[src/rtl/vpu_issue_queue.sv]
// vpu_issue_queue
//   VPU-side consumer of the OVI issue channel. Issued vector instructions
//   are buffered in a DEPTH-entry FIFO. A three-state controller pops one
//   entry at a time into an execution register and holds it for EXEC_LATENCY
//   cycles. It then presents a one-cycle completion built from that entry.
//   Each pop returns one issue credit to the core.
//
// Ports
//   CLK                 in   clock, rising edge
//   RESET               in   asynchronous active-low reset
//   ISSUE_VALID         in   issue strobe (one instruction per cycle)
//   ISSUE_INST          in   [31:0] vector instruction word
//   ISSUE_SCALAR_OPND   in   [63:0] scalar operand
//   ISSUE_SB_ID         in   [4:0]  scoreboard id
//   ISSUE_CREDIT        out  one-cycle pulse per dequeued entry
//   COMPLETED_VALID     out  one-cycle completion pulse
//   COMPLETED_SB_ID     out  [4:0]  sb_id of completing instruction
//   COMPLETED_DEST_REG  out  [63:0] scalar_opnd + zero-extended inst
//   COMPLETED_VXSAT     out  inst[25]
//   COMPLETED_FFLAGS    out  [4:0]  inst[11:7]
//   COUNT               out  FIFO occupancy
//   OVERFLOW            out  sticky: an issue arrived while the FIFO was full
//
// state | meaning
// ------+-----------------------------------------------------------------
// IDLE  | execution register empty; pop when the FIFO is non-empty
// EXEC  | counting down the execution latency of the held instruction
// DONE  | completion presented this cycle; pop the next entry if available

module vpu_issue_queue #(
  parameter int DEPTH        = 4,
  parameter int EXEC_LATENCY = 8
) (
  input  logic                       CLK,
  input  logic                       RESET,
  input  logic                       ISSUE_VALID,
  input  logic [31:0]                ISSUE_INST,
  input  logic [63:0]                ISSUE_SCALAR_OPND,
  input  logic [4:0]                 ISSUE_SB_ID,
  output logic                       ISSUE_CREDIT,
  output logic                       COMPLETED_VALID,
  output logic [4:0]                 COMPLETED_SB_ID,
  output logic [63:0]                COMPLETED_DEST_REG,
  output logic                       COMPLETED_VXSAT,
  output logic [4:0]                 COMPLETED_FFLAGS,
  output logic [$clog2(DEPTH+1)-1:0] COUNT,
  output logic                       OVERFLOW
);

  localparam int CW = $clog2(DEPTH + 1);
  localparam int PW = (DEPTH > 1) ? $clog2(DEPTH) : 1;
  localparam int TW = (EXEC_LATENCY > 1) ? $clog2(EXEC_LATENCY) : 1;

  typedef enum logic [1:0] {
    IDLE = 2'd0,
    EXEC = 2'd1,
    DONE = 2'd2
  } state_t;

  state_t state, state_next;

  logic [31:0]   mem_inst [DEPTH];
  logic [63:0]   mem_opnd [DEPTH];
  logic [4:0]    mem_sb   [DEPTH];

  logic [PW-1:0] wr_ptr, rd_ptr;
  logic [CW-1:0] count;
  logic [TW-1:0] timer;

  logic [31:0]   exec_inst;
  logic [63:0]   exec_opnd;
  logic [4:0]    exec_sb;

  logic          full;
  logic          push;
  logic          pop;
  logic          credit;
  logic          overflow;

  // Full is judged on the occupancy before the edge, so a pop on the same
  // edge never makes room for an issue that arrives at a full FIFO.
  assign full = (count == CW'(DEPTH));
  assign push = ISSUE_VALID && !full;

  // ---------------------------------------------------------------------
  // FIFO storage (data needs no reset; occupancy is tracked by count)
  // ---------------------------------------------------------------------
  always_ff @(posedge CLK) begin
    if (push) begin
      mem_inst[wr_ptr] <= ISSUE_INST;
      mem_opnd[wr_ptr] <= ISSUE_SCALAR_OPND;
      mem_sb[wr_ptr]   <= ISSUE_SB_ID;
    end
  end

  always_ff @(posedge CLK or negedge RESET) begin
    if (!RESET) begin
      wr_ptr   <= '0;
      rd_ptr   <= '0;
      count    <= '0;
      overflow <= 1'b0;
    end else begin
      if (push) begin
        wr_ptr <= (wr_ptr == PW'(DEPTH - 1)) ? '0 : wr_ptr + 1'b1;
      end
      if (pop) begin
        rd_ptr <= (rd_ptr == PW'(DEPTH - 1)) ? '0 : rd_ptr + 1'b1;
      end
      case ({push, pop})
        2'b10:   count <= count + 1'b1;
        2'b01:   count <= count - 1'b1;
        default: count <= count;
      endcase
      if (ISSUE_VALID && full) begin
        overflow <= 1'b1;
      end
    end
  end

  // ---------------------------------------------------------------------
  // FSM: state register
  // ---------------------------------------------------------------------
  always_ff @(posedge CLK or negedge RESET) begin
    if (!RESET) begin
      state     <= IDLE;
      timer     <= '0;
      credit    <= 1'b0;
      exec_inst <= '0;
      exec_opnd <= '0;
      exec_sb   <= '0;
    end else begin
      state  <= state_next;
      credit <= pop;
      if (pop) begin
        exec_inst <= mem_inst[rd_ptr];
        exec_opnd <= mem_opnd[rd_ptr];
        exec_sb   <= mem_sb[rd_ptr];
        timer     <= TW'(EXEC_LATENCY - 1);
      end else if (state == EXEC && timer != '0) begin
        timer <= timer - 1'b1;
      end
    end
  end

  // ---------------------------------------------------------------------
  // FSM: next state
  // ---------------------------------------------------------------------
  always_comb begin
    state_next = state;
    pop        = 1'b0;
    case (state)
      IDLE: begin
        if (count != '0) begin
          pop        = 1'b1;
          state_next = EXEC;
        end
      end
      EXEC: begin
        if (timer == '0) begin
          state_next = DONE;
        end
      end
      DONE: begin
        // Back-to-back: the next entry starts while this one completes.
        if (count != '0) begin
          pop        = 1'b1;
          state_next = EXEC;
        end else begin
          state_next = IDLE;
        end
      end
      default: begin
        state_next = IDLE;
      end
    endcase
  end

  // ---------------------------------------------------------------------
  // FSM: outputs (completion fields are forced to zero outside DONE)
  // ---------------------------------------------------------------------
  always_comb begin
    COMPLETED_VALID    = 1'b0;
    COMPLETED_SB_ID    = '0;
    COMPLETED_DEST_REG = '0;
    COMPLETED_VXSAT    = 1'b0;
    COMPLETED_FFLAGS   = '0;
    if (state == DONE) begin
      COMPLETED_VALID    = 1'b1;
      COMPLETED_SB_ID    = exec_sb;
      COMPLETED_DEST_REG = exec_opnd + {32'b0, exec_inst};
      COMPLETED_VXSAT    = exec_inst[25];
      COMPLETED_FFLAGS   = exec_inst[11:7];
    end
  end

  assign ISSUE_CREDIT = credit;
  assign COUNT        = count;
  assign OVERFLOW     = overflow;

endmodule

[config.mk]
export PLATFORM = sky130hd
export DESIGN_NAME = vpu_issue_queue
export DESIGN_NICKNAME = d
export VERILOG_FILES = /design/src/rtl/vpu_issue_queue.sv
export SDC_FILE = /design/constraint.sdc
export NUM_CORES = 1
export LEC_CHECK = 0
export BUFFER_PORTS_ARGS = -buffer_cell sky130_fd_sc_hd__clkbuf_2
export CORE_ASPECT_RATIO = 2
export CORE_MARGIN = 10
export CORE_UTILIZATION = 32
export CTS_BUF_LIST = sky130_fd_sc_hd__clkbuf_4
export DETAILED_ROUTE_END_ITERATION = 8
export SLEW_MARGIN = 20
export SYNTH_ARGS = -nofsm -noshare
export SYNTH_HDL_FRONTEND = slang
export SYNTH_SLANG_ARGS = --single-unit
[constraint.sdc]
create_clock -name CLK -period 4.79 [get_ports CLK]
set_input_delay 0.7185 -clock CLK [delete_from_list [all_inputs] [get_ports CLK]]
set_output_delay 0.7185 -clock CLK [all_outputs]
set_load 0.01 [all_outputs]
# --- Word level (Yosys, flattened, before mapping) ---
# Memories as Yosys holds them, arrays and structs flattened. A register that Yosys moved wholly into a read port is not among the register bits.
# Index checks and enable logic that the tools add are counted.
op_classes:
  addsub: 6
  eq_ne: 9
  muxes: 18
  reduce_logical: 15
ops:
  columns: ["op", "n"]
  rows:
  - ["64-bit by 32-bit adder with 64-bit output", 1]
  - ["64-bit two-way mux", 1]
  - ["5-bit two-way mux", 2]
  - ["2-bit == test, second input constant", 4]
  - ["2-bit two-way mux", 4]
  - ["1-bit two-way mux", 7]
  - ["3-bit two-way mux", 2]
  - ["2-bit case mux with 3 select lines", 1]
  - ["3-bit case mux with 2 select lines", 1]
  - ["3-bit nonzero test", 2]
  - ["3-bit by 1-bit subtractor with 3-bit output, second input constant", 2]
  - ["2-bit by 1-bit adder with 2-bit output, second input constant", 2]
  - ["2-bit by 1-bit == test with 1-bit output, second input constant", 2]
  - ["1-bit logical NOT", 4]
  - ["2-bit nonzero test", 2]
  - ["3-bit by 1-bit adder with 3-bit output, second input constant", 1]
  - ["3-bit == test, second input constant", 1]
  - ["1-bit logical AND", 3]
  - ["3-bit logical NOT", 1]
  - ["2-bit logical NOT", 1]
  - ["2-bit by 1-bit inequality test with 1-bit output, second input constant", 1]
  - ["2-bit inequality test, second input constant", 1]
  - ["2-bit AND reduction", 1]
  - ["2-bit OR reduction", 1]
totals:
  ff_bits: 14
  ramBits: 404
  in_bits: 104
  elab_cells: 58
  memories: 3
memory_table:
  columns: ["name", "depth", "width", "read_ports", "rd_ports_with_merged_regs", "write_ports", "line", "source"]
  rows:
  - ["mem_opnd", 4, 64, 1, 1, 1, "63", "logic [63:0] mem_opnd [DEPTH];"]
  - ["mem_inst", 4, 32, 1, 1, 1, "62", "logic [31:0] mem_inst [DEPTH];"]
  - ["mem_sb", 4, 5, 1, 1, 1, "64", "logic [4:0] mem_sb [DEPTH];"]

# --- Longest topological paths before layout ---
logic_depth:
  ltp_word: 5
  mapped_depth: 11

# --- Least setup slack after synthesis ---
# No wires, ideal clock.
synth_timing:
  path_kind: "input port to flip-flop"
  start: "input ISSUE_VALID"
  end: "memory mem_inst[0][0], enable pin"
  arrival_time_ns: 3.094
  t_required_ns: 4.318
  setup_slack_ns: 1.224
  stages: 1
  n_path_buf: 0
  cell_sequence: "and3_1"
synth_between:
  elab_chain_len: 3
synth_rtl:
  columns: ["item", "line", "source"]
  rows:
  - ["start, declared", "36", "input logic ISSUE_VALID,"]
  - ["1-bit logical AND", "83", "assign push = ISSUE_VALID && !full;"]
  - ["1-bit two-way mux", "89", "if (push) begin"]
  - ["1-bit two-way mux (not written as such)", "90", "mem_inst[wr_ptr] <= ISSUE_INST;"]
  - ["end, declared", "62", null]
# No other way between the ends.

# --- Final worst setup path ---
layout_timing:
  start: "register exec_inst[0], read port of mem_inst"
  end: "output COMPLETED_DEST_REG[54]"
layout_between:
  elab_chain_len: 2
layout_rtl:
  columns: ["item", "line", "source"]
  rows:
  - ["start, declared", "70", "logic [31:0] exec_inst;"]
  - ["64-bit by 32-bit adder with 64-bit output", "190", "COMPLETED_DEST_REG = exec_opnd + {32'b0, exec_inst};"]
  - ["64-bit two-way mux", "187", "if (state == DONE) begin"]
  - ["end, declared", "43", "output logic [63:0] COMPLETED_DEST_REG,"]
# No other way between the ends.

==> results by group <==
Timing
  • Final setup margin: 0.186 ns
  • Max-slew headroom: 26.2%
  • Fmax: 217 MHz
  • Final setup violation count: 0
  • Final Critical Period: 4.60 ns
  • Part of the cycle the worst path needs: 96.1%
  • Worst Max-Slew Pin Slew: 1.11 ns
  • RSZ-0062 raised after global routing: true
  • Setup TNS: 0 ns
  • Hold Vio Cnt, Final: 0
  • Skew final: 0.0617 ns
  • Final Max Tran Viols: 0

Power
  • Total Power: 16.0 mW
  • LEAKAGE: 10.1 nW
  • Internal Power: 10.2 mW
  • Combinational share of power: 36.1%
  • Worst VDD drop: 352 uV
  • Power Density: 600 nW/um^2
  • Sw Share: 36.0%
  • Clock power frac: 21.9%
  • Sequential Power Share: 42.0%
  • P_sw: 5.76 mW

Drt
  • # DRC: 0
  • Post-Route WL: 58.1 mm
  • Average wire per standard cell: 20.6 um
  • Post-DR vias/cell: 4.83
  • 1st-iter DRT viols: 687
  • Total number of vias: 13.6k
  • Pre-Repair DR Iteration Count: 5
  • Antenna Violating Nets Remaining: 0

Synthesis
  • Post-Syn Area: 21900 sq um
  • Seq/Total Area, Yosys: 68.5%
  • Synth Instances: 1463
  • Yosys Warn Count: 0
  • Distinct cells, synth: 71
  • Top cells by count, synth: 404 x edfxtp_1, 337 x nand2_1, 115 x dfrtp_1, 101 x mux4_2, 69 x nor2_1
  • EDFF count, synth: 404
  • Count leader, synth: edfxtp_1
  • Syn avg cell area: 15.0 sq um
  • #FFs+latches synth: 519
  • Net Count, Synth: 1609
  • Most used DFF post-synth: edfxtp_1
  • Synth top area share: 55.4%
  • Area contributors post-synth: edfxtp_1 55%, dfrtp_1 13%, mux4_2 10%
  • Synth async-reset ratio: 22.2%
  • Area leader, netlist: edfxtp_1

Global routing
  • Grt total ovfl: 0
  • Number of global-route vias before repair: 14.7k
  • Initial antenna violation count: 8
  • Tot GR Track Use: 14.6%
  • Largest net degree at the start of global routing: 94
  • Global-route wire length before repair: 88.4 mm

Floorplan
  • Die height: 390 um
  • Cell Rows: 135
  • Die Wd: 205 um
  • Die ar.: 79900 sq um
  • Starting Density: 32.3%
  • I/O Pins: 185
  • Core area: 67700 sq um

Setup path
  • Worst path slowest cell: a211o_1
  • Arr. time, crit path: 3.89 ns
  • Worst EP required: 4.07 ns
  • Reg-to-Reg End: exec_inst[15]$_DFFE_PN0P_
  • Critical path type: reg2out
  • Worst Path Buf+Inv: 2
  • Flop-to-flop setup slack: 2.26 ns
  • Worst path max stage delay: 0.40 ns
  • Startpoint types: flip-flop
  • Worst setup path start: exec_inst[0]$_DFFE_PN0P_
  • RR Startpoint: COUNT[2]$_DFFE_PN0P_
  • Family with the most delay on the worst path: compound AO/OA/AOI/OAI gates
  • Worst-path maximum fanout: 7
  • Worst Setup End Kind: output pin
  • Crit-path cells: ha_2, inv_2, fa_2, and2b_1, o2111ai_2, a21o_1, a21oi_4, a31oi_4, a211o_1, or3_1, a21oi_2, buf_2
  • Reg2reg path depth: 6
  • CP Depth: 12

Clocking
  • TritonCTS Buffers: 114
  • Clock Sink Count: 519
  • Clk slew on worst S/H paths: 0.08 ns
  • H-tree depth: 3
  • CTS tree: built
  • Worst skew pair latency: 0.94 ns
  • Clk root buf: clkbuf_4
  • Clock Path Buffers: 3

Placed design
  • Pre-CTS setup slack: 0.832 ns
  • Port Buf Inserts: 184
  • Hpwl dp: 38.7 mm
  • Gpl congestion: 0.847

Run status
  • Status: complete, no violations

Run
  • Max-Cap Viols: 0

Worst hold path
  • Hold Path Class: in2reg
  • Hold Path Sink: OVERFLOW$_DFFE_PN0P_
  • Hold Startpoint: ISSUE_VALID
  • Hold depth: 2

Cells and area
  • Filler Cells Inserted: 6439
  • Final #Nets: 1975
  • Area delta synth->final: 21.9%
  • Share of cells above drive strength 1: 28.8%
worst reg2reg max path, cell delays in order (launching register included):
cell and delay, ns:
dfrtp_1 0.44, nor3_1 0.13, or2_4 0.29, inv_4 0.40, buf_4 0.75, nand2_1 0.34
nand2_1 0.12
routing by layer:
| layer | up-vias | global-route usage, % | share of wire, % |
|---|---|---|---|
| met5 | - | 0 | 0.022 |
| li1 | 6266 | - | - |
| met3 | 99 | 3.37 | 5.4 |
| met1 | 6866 | 16.5 | 39 |
| met2 | 394 | 25.7 | 52 |
| met4 | 2 | 6.35 | 2.8 |
stage by stage:
step | cell area, sq um | utilization, % | hold slack (ns) | std cells
final | 26700 | 39.4 | 0.168 | 2820
after detailed placement | 23900 | 35.3 | 0.459 | 2491
after CTS | 26600 | 39.3 | 0.0430 | 2813
after global routing | 26700 | 39.4 | 0.0995 | 2818
after global placement | 23900 | 35.3 | 0.456 | 2491
after floorplan | 21900 | - | 0.423 | 1463
what timing repair did:
| item | CTS | global route |
|---|---|---|
| buffers inserted | 7 | 3 |
| pin swaps | 8 | 6 |
| resized for setup | 13 | 12 |
| endpoints found under the hold margin | 477 | 0 |
| hold buffers | 102 | 0 |
| setup endpoints to repair | 29 | 27 |
| gates cloned | 0 | 0 |
how the worst max path moves through the flow:
stage,endpoint,slack [ns]
final,COMPLETED_DEST_REG[54],0.19
after global routing,COMPLETED_DEST_REG[46],-0.03
after CTS,COMPLETED_DEST_REG[54],-0.03
after detailed placement,COMPLETED_DEST_REG[51],0.83
after global placement,COMPLETED_DEST_REG[23],0.84
after floorplan,mem_inst[0][0]$_DFFE_PP_,1.22
power by group through the flow:
stage / combinational (mW) / sequential [mW] / clock, mW
after floorplan: 4.10 / 6.59 / 0
after global placement: 5.53 / 6.77 / 0
after detailed placement: 5.61 / 6.84 / 0
after CTS: 5.82 / 6.74 / 3.65
after global routing: 6.39 / 6.84 / 3.87
final: 5.77 / 6.73 / 3.51
registers in the layout, indices dropped and copies added, names as in the netlist:
| name | cells |
|---|---|
| OVERFLOW | 1 |
| ISSUE_CREDIT | 1 |
| COUNT | 3 |
| wr_ptr | 2 |
| rd_ptr | 2 |
| exec_inst | 32 |
| exec_sb | 5 |
| mem_inst | 128 |
| mem_opnd | 256 |
| timer | 3 |
| exec_opnd | 64 |
| state | 2 |
| mem_sb | 20 |
cells in the final DEF, fill, tap and decap left out, drive strengths merged, types with 5 or more instances in the layout:
cell,synthesis,final
nand2,341,341
nand3,14,14
nor3,10,10
xnor2,34,34
buf,14,27
dlygate4sd3,0,102
a21oi,43,43
and3,11,11
inv,31,34
xor2,15,15
o21a,6,6
a21o,14,14
nor2,70,70
a31oi,5,5
ha,40,40
o21ai,36,36
dfrtp,115,115
or3,7,7
and2,18,18
mux4,101,101
a2111oi,5,5
nand2b,6,6
a211oi,14,14
clkinv,1,30
nand4,13,13
edfxtp,404,404
mux2i,5,5
clkbuf,46,358
kinds of logic (layout without fill, tap and decap cells):
logic type,after synthesis,count (layout),share of synthesized area (%)
other cells,0,4,0
compound gates,154,154,4.98
fa+ha+maj,42,42,2.47
mux,106,106,10.6
simple gates,501,501,9.77
xor+xnor,49,49,1.96
flops,519,519,68.5
buf+inv,92,555,1.67
layout make-up:
| type | count | area (sq um) | share of cell area, % |
|---|---|---|---|
| antenna | 4 | 10.0 | 0.0375 |
| clock buffer | 177 | 1330 | 4.98 |
| clock inverter | 36 | 221 | 0.830 |
| inverter | 32 | 123 | 0.459 |
| multi-input combinational | 852 | 6670 | 25.0 |
| sequential | 519 | 15000 | 56.3 |
| tap | 890 | 1110 | 4.17 |
| timing repair buffer | 310 | 2220 | 8.30 |
Power figures use the tool's default switching activity.
